===== src/rtl/var_state_loader.sv =====
// var_state_loader: moves per-variable state words between a bin's local
// state memory and the engine's var_state array.
//   LOAD : reads NUM_VARS words from memory (base + k) and writes each one,
//          a cycle later, into the engine through a one-hot wr_states slot.
//   STORE: snapshots the engine's state bus on the start edge, then writes
//          the snapshot to memory one word per cycle.
// Start handshake: start_load_i / start_store_i are single-cycle pulses,
// accepted only in IDLE or DONE (busy_o=0); store wins when both are high;
// pulses arriving while busy_o=1 are dropped. done_o pulses once per
// accepted operation, never after a reset abort.
module var_state_loader #(
  parameter int NUM_VARS         = 8,
  parameter int WIDTH_VAR_STATES = 19,
  parameter int WIDTH_ADDR       = 10,
  parameter int WIDTH_CNT        = 4
) (
  input  logic                                 clk,
  input  logic                                 rst,
  input  logic                                 start_load_i,
  input  logic                                 start_store_i,
  input  logic [WIDTH_ADDR-1:0]                base_addr_i,
  output logic                                 busy_o,
  output logic                                 done_o,
  output logic                                 mem_rd_en_o,
  output logic                                 mem_wr_en_o,
  output logic [WIDTH_ADDR-1:0]                mem_addr_o,
  output logic [WIDTH_VAR_STATES-1:0]          mem_wdata_o,
  input  logic [WIDTH_VAR_STATES-1:0]          mem_rdata_i,
  output logic [NUM_VARS-1:0]                  wr_states_o,
  output logic [WIDTH_VAR_STATES*NUM_VARS-1:0] vars_states_o,
  input  logic [WIDTH_VAR_STATES*NUM_VARS-1:0] vars_states_i
);

  typedef enum logic [2:0] {
    IDLE     = 3'd0,
    LD_RD    = 3'd1,
    LD_DRAIN = 3'd2,
    ST_WR    = 3'd3,
    DONE     = 3'd4
  } state_e;

  localparam logic [WIDTH_CNT-1:0] LAST_IDX = WIDTH_CNT'(NUM_VARS - 1);

  state_e                              state_q, state_d;
  logic [WIDTH_CNT-1:0]                cnt_q, cnt_d;
  logic [WIDTH_ADDR-1:0]               base_q, base_d;
  logic [WIDTH_VAR_STATES*NUM_VARS-1:0] snap_q, snap_d;
  // Load write-back lags the read by one cycle: remember that a read was
  // issued last cycle and for which variable.
  logic                                ld_wr_q, ld_wr_d;
  logic [WIDTH_CNT-1:0]                ld_idx_q, ld_idx_d;

  // State, counter, base, snapshot and write-back registers.
  always_ff @(posedge clk) begin
    if (rst) begin
      state_q  <= IDLE;
      cnt_q    <= '0;
      base_q   <= '0;
      snap_q   <= '0;
      ld_wr_q  <= 1'b0;
      ld_idx_q <= '0;
    end else begin
      state_q  <= state_d;
      cnt_q    <= cnt_d;
      base_q   <= base_d;
      snap_q   <= snap_d;
      ld_wr_q  <= ld_wr_d;
      ld_idx_q <= ld_idx_d;
    end
  end

  // Next-state logic; IDLE and DONE both accept a new start so back-to-back
  // operations have no extra bubble.
  always_comb begin
    state_d  = state_q;
    cnt_d    = cnt_q;
    base_d   = base_q;
    snap_d   = snap_q;
    ld_wr_d  = (state_q == LD_RD);
    ld_idx_d = cnt_q;
    case (state_q)
      IDLE, DONE: begin
        state_d = IDLE;
        if (start_store_i) begin
          state_d = ST_WR;
          base_d  = base_addr_i;
          cnt_d   = '0;
          snap_d  = vars_states_i;
        end else if (start_load_i) begin
          state_d = LD_RD;
          base_d  = base_addr_i;
          cnt_d   = '0;
        end
      end
      LD_RD: begin
        cnt_d = cnt_q + 1'b1;
        if (cnt_q == LAST_IDX) state_d = LD_DRAIN;
      end
      LD_DRAIN: state_d = DONE;
      ST_WR: begin
        cnt_d = cnt_q + 1'b1;
        if (cnt_q == LAST_IDX) state_d = DONE;
      end
      default: state_d = IDLE;
    endcase
  end

  // Output decode: memory strobes/address from state and counter, engine
  // write slot from the delayed load index.
  always_comb begin
    busy_o        = (state_q == LD_RD) || (state_q == LD_DRAIN) || (state_q == ST_WR);
    done_o        = (state_q == DONE);
    mem_rd_en_o   = (state_q == LD_RD);
    mem_wr_en_o   = (state_q == ST_WR);
    mem_addr_o    = '0;
    mem_wdata_o   = '0;
    wr_states_o   = '0;
    vars_states_o = '0;
    if ((state_q == LD_RD) || (state_q == ST_WR)) begin
      mem_addr_o = base_q + WIDTH_ADDR'(cnt_q);
    end
    for (int k = 0; k < NUM_VARS; k++) begin
      // Variable 0 lives in the most significant slice / enable bit.
      if ((state_q == ST_WR) && (cnt_q == WIDTH_CNT'(k))) begin
        mem_wdata_o = snap_q[WIDTH_VAR_STATES*(NUM_VARS-1-k) +: WIDTH_VAR_STATES];
      end
      if (ld_wr_q && (ld_idx_q == WIDTH_CNT'(k))) begin
        wr_states_o[NUM_VARS-1-k] = 1'b1;
        vars_states_o[WIDTH_VAR_STATES*(NUM_VARS-1-k) +: WIDTH_VAR_STATES] = mem_rdata_i;
      end
    end
  end

endmodule

===== config.mk =====
export PLATFORM = sky130hd
export DESIGN_NAME = var_state_loader
export DESIGN_NICKNAME = d
export VERILOG_FILES = /design/src/rtl/var_state_loader.sv
export SDC_FILE = /design/constraint.sdc
export NUM_CORES = 1
export LEC_CHECK = 0
export ABC_AREA = 1
export CORE_MARGIN = 8
export CORE_UTILIZATION = 25
export CTS_BUF_LIST = sky130_fd_sc_hd__clkbuf_8
export CTS_CLUSTER_DIAMETER = 120
export DETAILED_ROUTE_END_ITERATION = 16
export PLACE_DENSITY = 0.48
export SLEW_MARGIN = 40
export SYNTH_ARGS = -nofsm -noshare
export SYNTH_HDL_FRONTEND = slang
export SYNTH_SLANG_ARGS = --single-unit

===== constraint.sdc =====
create_clock -name clk -period 4.75 [get_ports clk]
set_clock_uncertainty 0.15 [all_clocks]
set_input_delay 0.475 -clock clk [delete_from_list [all_inputs] [get_ports clk]]
set_output_delay 0.475 -clock clk [all_outputs]
set_load 0.01 [all_outputs]

==> Word level (Yosys, flattened, before mapping) <==
Index checks and enable logic that the tools add are counted.
{ "word_totals": {"input_bits": 185, "output_inout_bits": 193, "reg_bits": 174, "wordCells": 94} }
{ "op_classes": {"mux": 35, "n_addsub": 2, "reduce_logical": 30, "eq_ne": 21} }
{ "op_table": {"columns": ["op", "n"], "rows": [
  ["$mux W19", 16],
  ["$eq A4 B3 Y1 const B", 8],
  ["$mux W10", 3],
  ["$eq A4 B2 Y1 const B", 4],
  ["$logic_and A1 B1 Y1", 16],
  ["$pmux W3 S4", 1],
  ["$add A10 B4 Y10", 1],
  ["$mux W1", 9],
  ["$eq A4 B1 Y1 const B", 2],
  ["$logic_not A4 Y1", 2],
  ["$mux W4", 2],
  ["$pmux W4 S2", 1],
  ["$reduce_and A2 Y1", 4],
  ["$eq A3 B2 Y1 const B", 2],
  ["$mux W3", 2],
  ["$add A4 B1 Y4 const B", 1],
  ["$ne A2 B1 Y1 const B", 2],
  ["$reduce_bool A2 Y1", 2],
  ["$reduce_or A2 Y1", 2],
  ["$eq A3 B1 Y1 const B", 1],
  ["$eq A3 B3 Y1 const B", 1],
  ["$logic_not A3 Y1", 1],
  ["$logic_or A1 B1 Y1", 3],
  ["$ne A3 B3 Y1 const B", 1],
  ["$mux W2", 1]
]} }

==> Longest topological paths before layout <==
{ "logic_depth": {"ltp_word": 10, "mapped_depth": 14, "ltp_nobuf": 13} }

==> Worst setup path after synthesis <==
No wires, ideal clock.
{ "synth_path": {"kind": "register -> output", "startpoint": "reg cnt_q[0]", "endpoint": "out mem_addr_o[8]", "arrival_ps": 1706, "setup_slack_ps": 2419, "path_stages_with_launch": 10, "required_time_ps": 4125, "path_buffers": 0, "cell_sequence": "dfxtp_1 > ha_1 > fa_1 > nand2_1 > inv_1 > o21ai_0 > nand2_1 > nand2_1 > inv_1 > a211oi_1"} }
{ "synth_via": {"elab_chain_len": 2} }
{ "synth_lines": {"columns": ["element", "line", "source"], "rows": [
  ["start: declaration", "45", "logic [WIDTH_CNT-1:0] cnt_q, cnt_d;"],
  ["start signal: assignment", "64", "cnt_q <= cnt_d;"],
  ["$add A10 B4 Y10", "120", "mem_addr_o = base_q + WIDTH_ADDR'(cnt_q);"],
  ["$mux W10", "119", "if ((state_q == LD_RD) || (state_q == ST_WR)) begin"],
  ["end: declaration", "26", "output logic [WIDTH_ADDR-1:0] mem_addr_o,"]
]} }
No other way between the ends.

==> Final worst setup path <==
{ "layout_path": {"startpoint": "reg cnt_q[0]", "endpoint": "out mem_wdata_o[12]"} }
{ "layout_via": {"elab_chain_len": 10, "word_cells_on_any_way": 24, "cone_classes": "eq/ne: 7; mux: 8; reduce/logical: 9"} }
{ "layout_lines": {"columns": ["element", "line", "source"], "rows": [
  ["$logic_not A4 Y1", "124", "if ((state_q == ST_WR) && (cnt_q == WIDTH_CNT'(k))) begin"],
  ["$logic_and A1 B1 Y1", "124", null],
  ["$mux W19 (7 in series)", "124", null],
  ["$mux W19 *", "124", null],
  ["end: declaration", "27", "output logic [WIDTH_VAR_STATES-1:0] mem_wdata_o,"]
]} }
Every way passes the cells marked *; elsewhere a longest branch is shown, timed or not.

==> flow_summary_export.csv <==
group,metric,value,unit
status,status,"complete, no violations",
sta,tightest_slew,0.764,ns
floorplan,core,0.0345,sq mm
sta,finalSetupViolCount,0,
setup_path,end_kind,"output port",
synth,synth_cells,1405,
route,firstDrtPassIters,4,
sta,slew_headroom,49.1,%
global_routing,grt_pass1_vias,10100,
route,ant_nets,0,
route,vias,9981,
synth,syn-cell-area,0.00879,sq mm
sta,rsz0062_at_grt,"no",
setup_path,slowest_delay,0.56,ns
layout,drive_gt1_share,3.91,%
synth,avgSynthCellArea,6.25,sq um
layout,area_delta_synth_final,51.3,%
power_and_ir_drop,p_total,3.72,mW
setup_path,crit_required,4.12,ns
global_routing,grt_overflow_total,0,
floorplan,io_pins,378,
sta,post-route-worst-setup-slack,0.561,ns
route,wl,43.0,mm
cts,cts-htree-levels,4,
setup_path,arrival,3.56,ns
sta,hold_viol,0,
power_and_ir_drop,power_leakage,5.56,nW
worst_hold_path,hp-class,"register to register",
layout,stdcell_area,0.0133,sq mm
place,placed_cells,2162,
setup_path,path_max_fanout,16,
synth,synth_fa_ha_area_share,1.37,%
synth,ys_seq_elements,174,
sta,drv_slew,0,
synth,synth_top_area_share,39.6,%
setup_path,start_kind,"register",
layout,diodes,0,
place,dpl_cell_area,0.0129,sq mm
place,dp_hpwl,33.6,mm
synth,ys_seq_area_share,39.6,%
synth,synthMuxAreaShare,0,%
synth,synth-compound-area-share,15.5,%
power_and_ir_drop,vdd_ir_drop_max,0.144,mV
synth,async_reset_ff_share,0,%
sta,whs,0.305,ns
floorplan,die-area,0.0414,sq mm
power_and_ir_drop,p_per_area,280,mW/mm^2
place,place_congestion,0.851,
layout,utilization,38.5,%
sta,fmax,0.239,GHz
floorplan,die_w,203,um
synth,yosys_warnings,0,
cts,cts_sinks,174,
layout,fillers,3735,
cts,cts_resized,0,
route,routedWlPerCell,19.6,um
global_routing,antenna_found_initial,3,
sta,fin_crit_sh,88.2,%
synth,synth_top_family_by_area,"simple AND/OR/NAND/NOR gates",
cts,cts_tree,"yes",
synth,syn_nets,1599,
floorplan,die_y,203,um
setup_path,slowest_stage,"clkdlybuf4s50_1",
synth,synth-xor-area-share,0.0997,%
floorplan,rows,68,
synth,synth_edf_count,0,
global_routing,grt_usage,20.0,%
route,via_per_inst,4.55,
cts,cts_buffer_depth,2,
synth,yosys.area.top_type,"dfxtp_1",
global_routing,grt_first_pass_wirelength,64.0,mm
synth,synth_area_leaders,"dfxtp_1 40%, nor2_1 19%, o21ai_0 11%, nand2_1 7.0%, inv_1 5.4%",
job,drv_cap,0,
floorplan,initial_core_util,25.4,%
cts,cts_inserted_buffers,17,
layout,finalNonFillerCells,2195,
layout,final_common_cell,"nor2_1",
place,io_buffers,377,
sta,fin_crit,4.19,ns
setup_path,crit_chain,"inv_1 > ha_1 > inv_1 > nor2_4 > nand2_1 > buf_4 > nand3_1 > nand2_1 > nand3_1 > nand2_1 > nand2_1 > nand2_1 > nand2_1 > clkdlybuf4s50_1",
setup_path,path_class,"register to output port",
global_routing,grt_start_max_net_pins,110,
place,dp_slack,1.06,ns
synth,synth_ff_type,"dfxtp_1",
cts,insertion_delay,0.46,ns
layout,nets,1921,
cts,clkTransAtPathRegs,0.10,ns
cts,cts-root-buf,"clkbuf_8",
route,drc,0,
route,drt_iter0_drc,593,
synth,ys_types,32,
cts,ctsHoldBuffers,0,
synth,yosys.area_share.simple,33.3,%
setup_path,cp_common_cell,"nand2_1",
cts,postCtsSetupBuffers,0,
sta,fin_setup_tns,0,ns
layout,final_cell_mix,"452 x nor2_1, 377 x clkdlybuf4s50_1, 191 x o21ai_0, 174 x dfxtp_1, 163 x nand2_1",
-- cell type report --
type / count / area (sq um) / area share [%]
clock inverters: 15 / 154 / 1.16
flip-flops and latches: 174 / 3480 / 26.2
multi-input cells: 1003 / 4430 / 33.3
inverters: 142 / 541 / 4.07
clock buffers: 17 / 234 / 1.76
well taps: 455 / 569 / 4.28
repair buffers: 389 / 3880 / 29.2
-- kinds of logic (layout without fill, tap and decap cells) --
logic type      after synthesis  count (layout)
xor+xnor                      1               1
fa+ha+maj                     9               9
flops                       174             174
simple gates                723             723
compound gates              270             270
buf+inv                     228             563
-- synthesized netlist by cell type (6+ instances only) --
library cell / number
a21oi_1: 46
buf_2: 17
clkbuf_1: 65
clkinv_1: 8
dfxtp_1: 174
ha_1: 8
inv_1: 127
inv_2: 7
nand2_1: 164
nand3_1: 66
nand4_1: 15
nor2_1: 452
nor3_1: 6
o21ai_0: 191
o21ai_1: 28
or2_2: 6
-- power breakdown --
part           switching [mW]  internal, mW  total (mW)  leakage [nW]
Sequential              0.135          1.67        1.80          1.44
Combinational           0.507         0.346       0.853          3.92
Clock                   0.627         0.435        1.06         0.198
-- critical path: cells and delay by family (launching register included) --
family,cells,cell delay (ns)
and+or+nand+nor,9,1.37
buffers and inverters,4,1.16
DFF,1,0.38
adders and majority gates,1,0.20
-- flip-flops by register name, indices dropped and copies added (netlist names) --
register / flops
state_q: 3
base_q: 10
ld_wr_q: 1
snap_q: 152
ld_idx_q: 4
cnt_q: 4
-- routing by layer --
| metal | track usage, % | vias to the layer above | share of wire, % |
|---|---|---|---|
| met1 | 23.3 | 4540 | 41 |
| met4 | 6.22 | 6 | 2.8 |
| li1 | - | 5056 | - |
| met5 | 0 | - | 0.095 |
| met2 | 35.5 | 333 | 49 |
| met3 | 5.24 | 46 | 6.4 |
-- worst paths after layout --
check,from,endpoint,slack [ns],depth (start not counted)
max,cnt_q[0],mem_wdata_o[12],0.56,14
min,snap_q[52],snap_q[52],0.31,2
max reg2reg,state_q[1],snap_q[28],2.32,8
min reg2reg,snap_q[52],snap_q[52],0.31,2
Power figures use the tool's default switching activity.
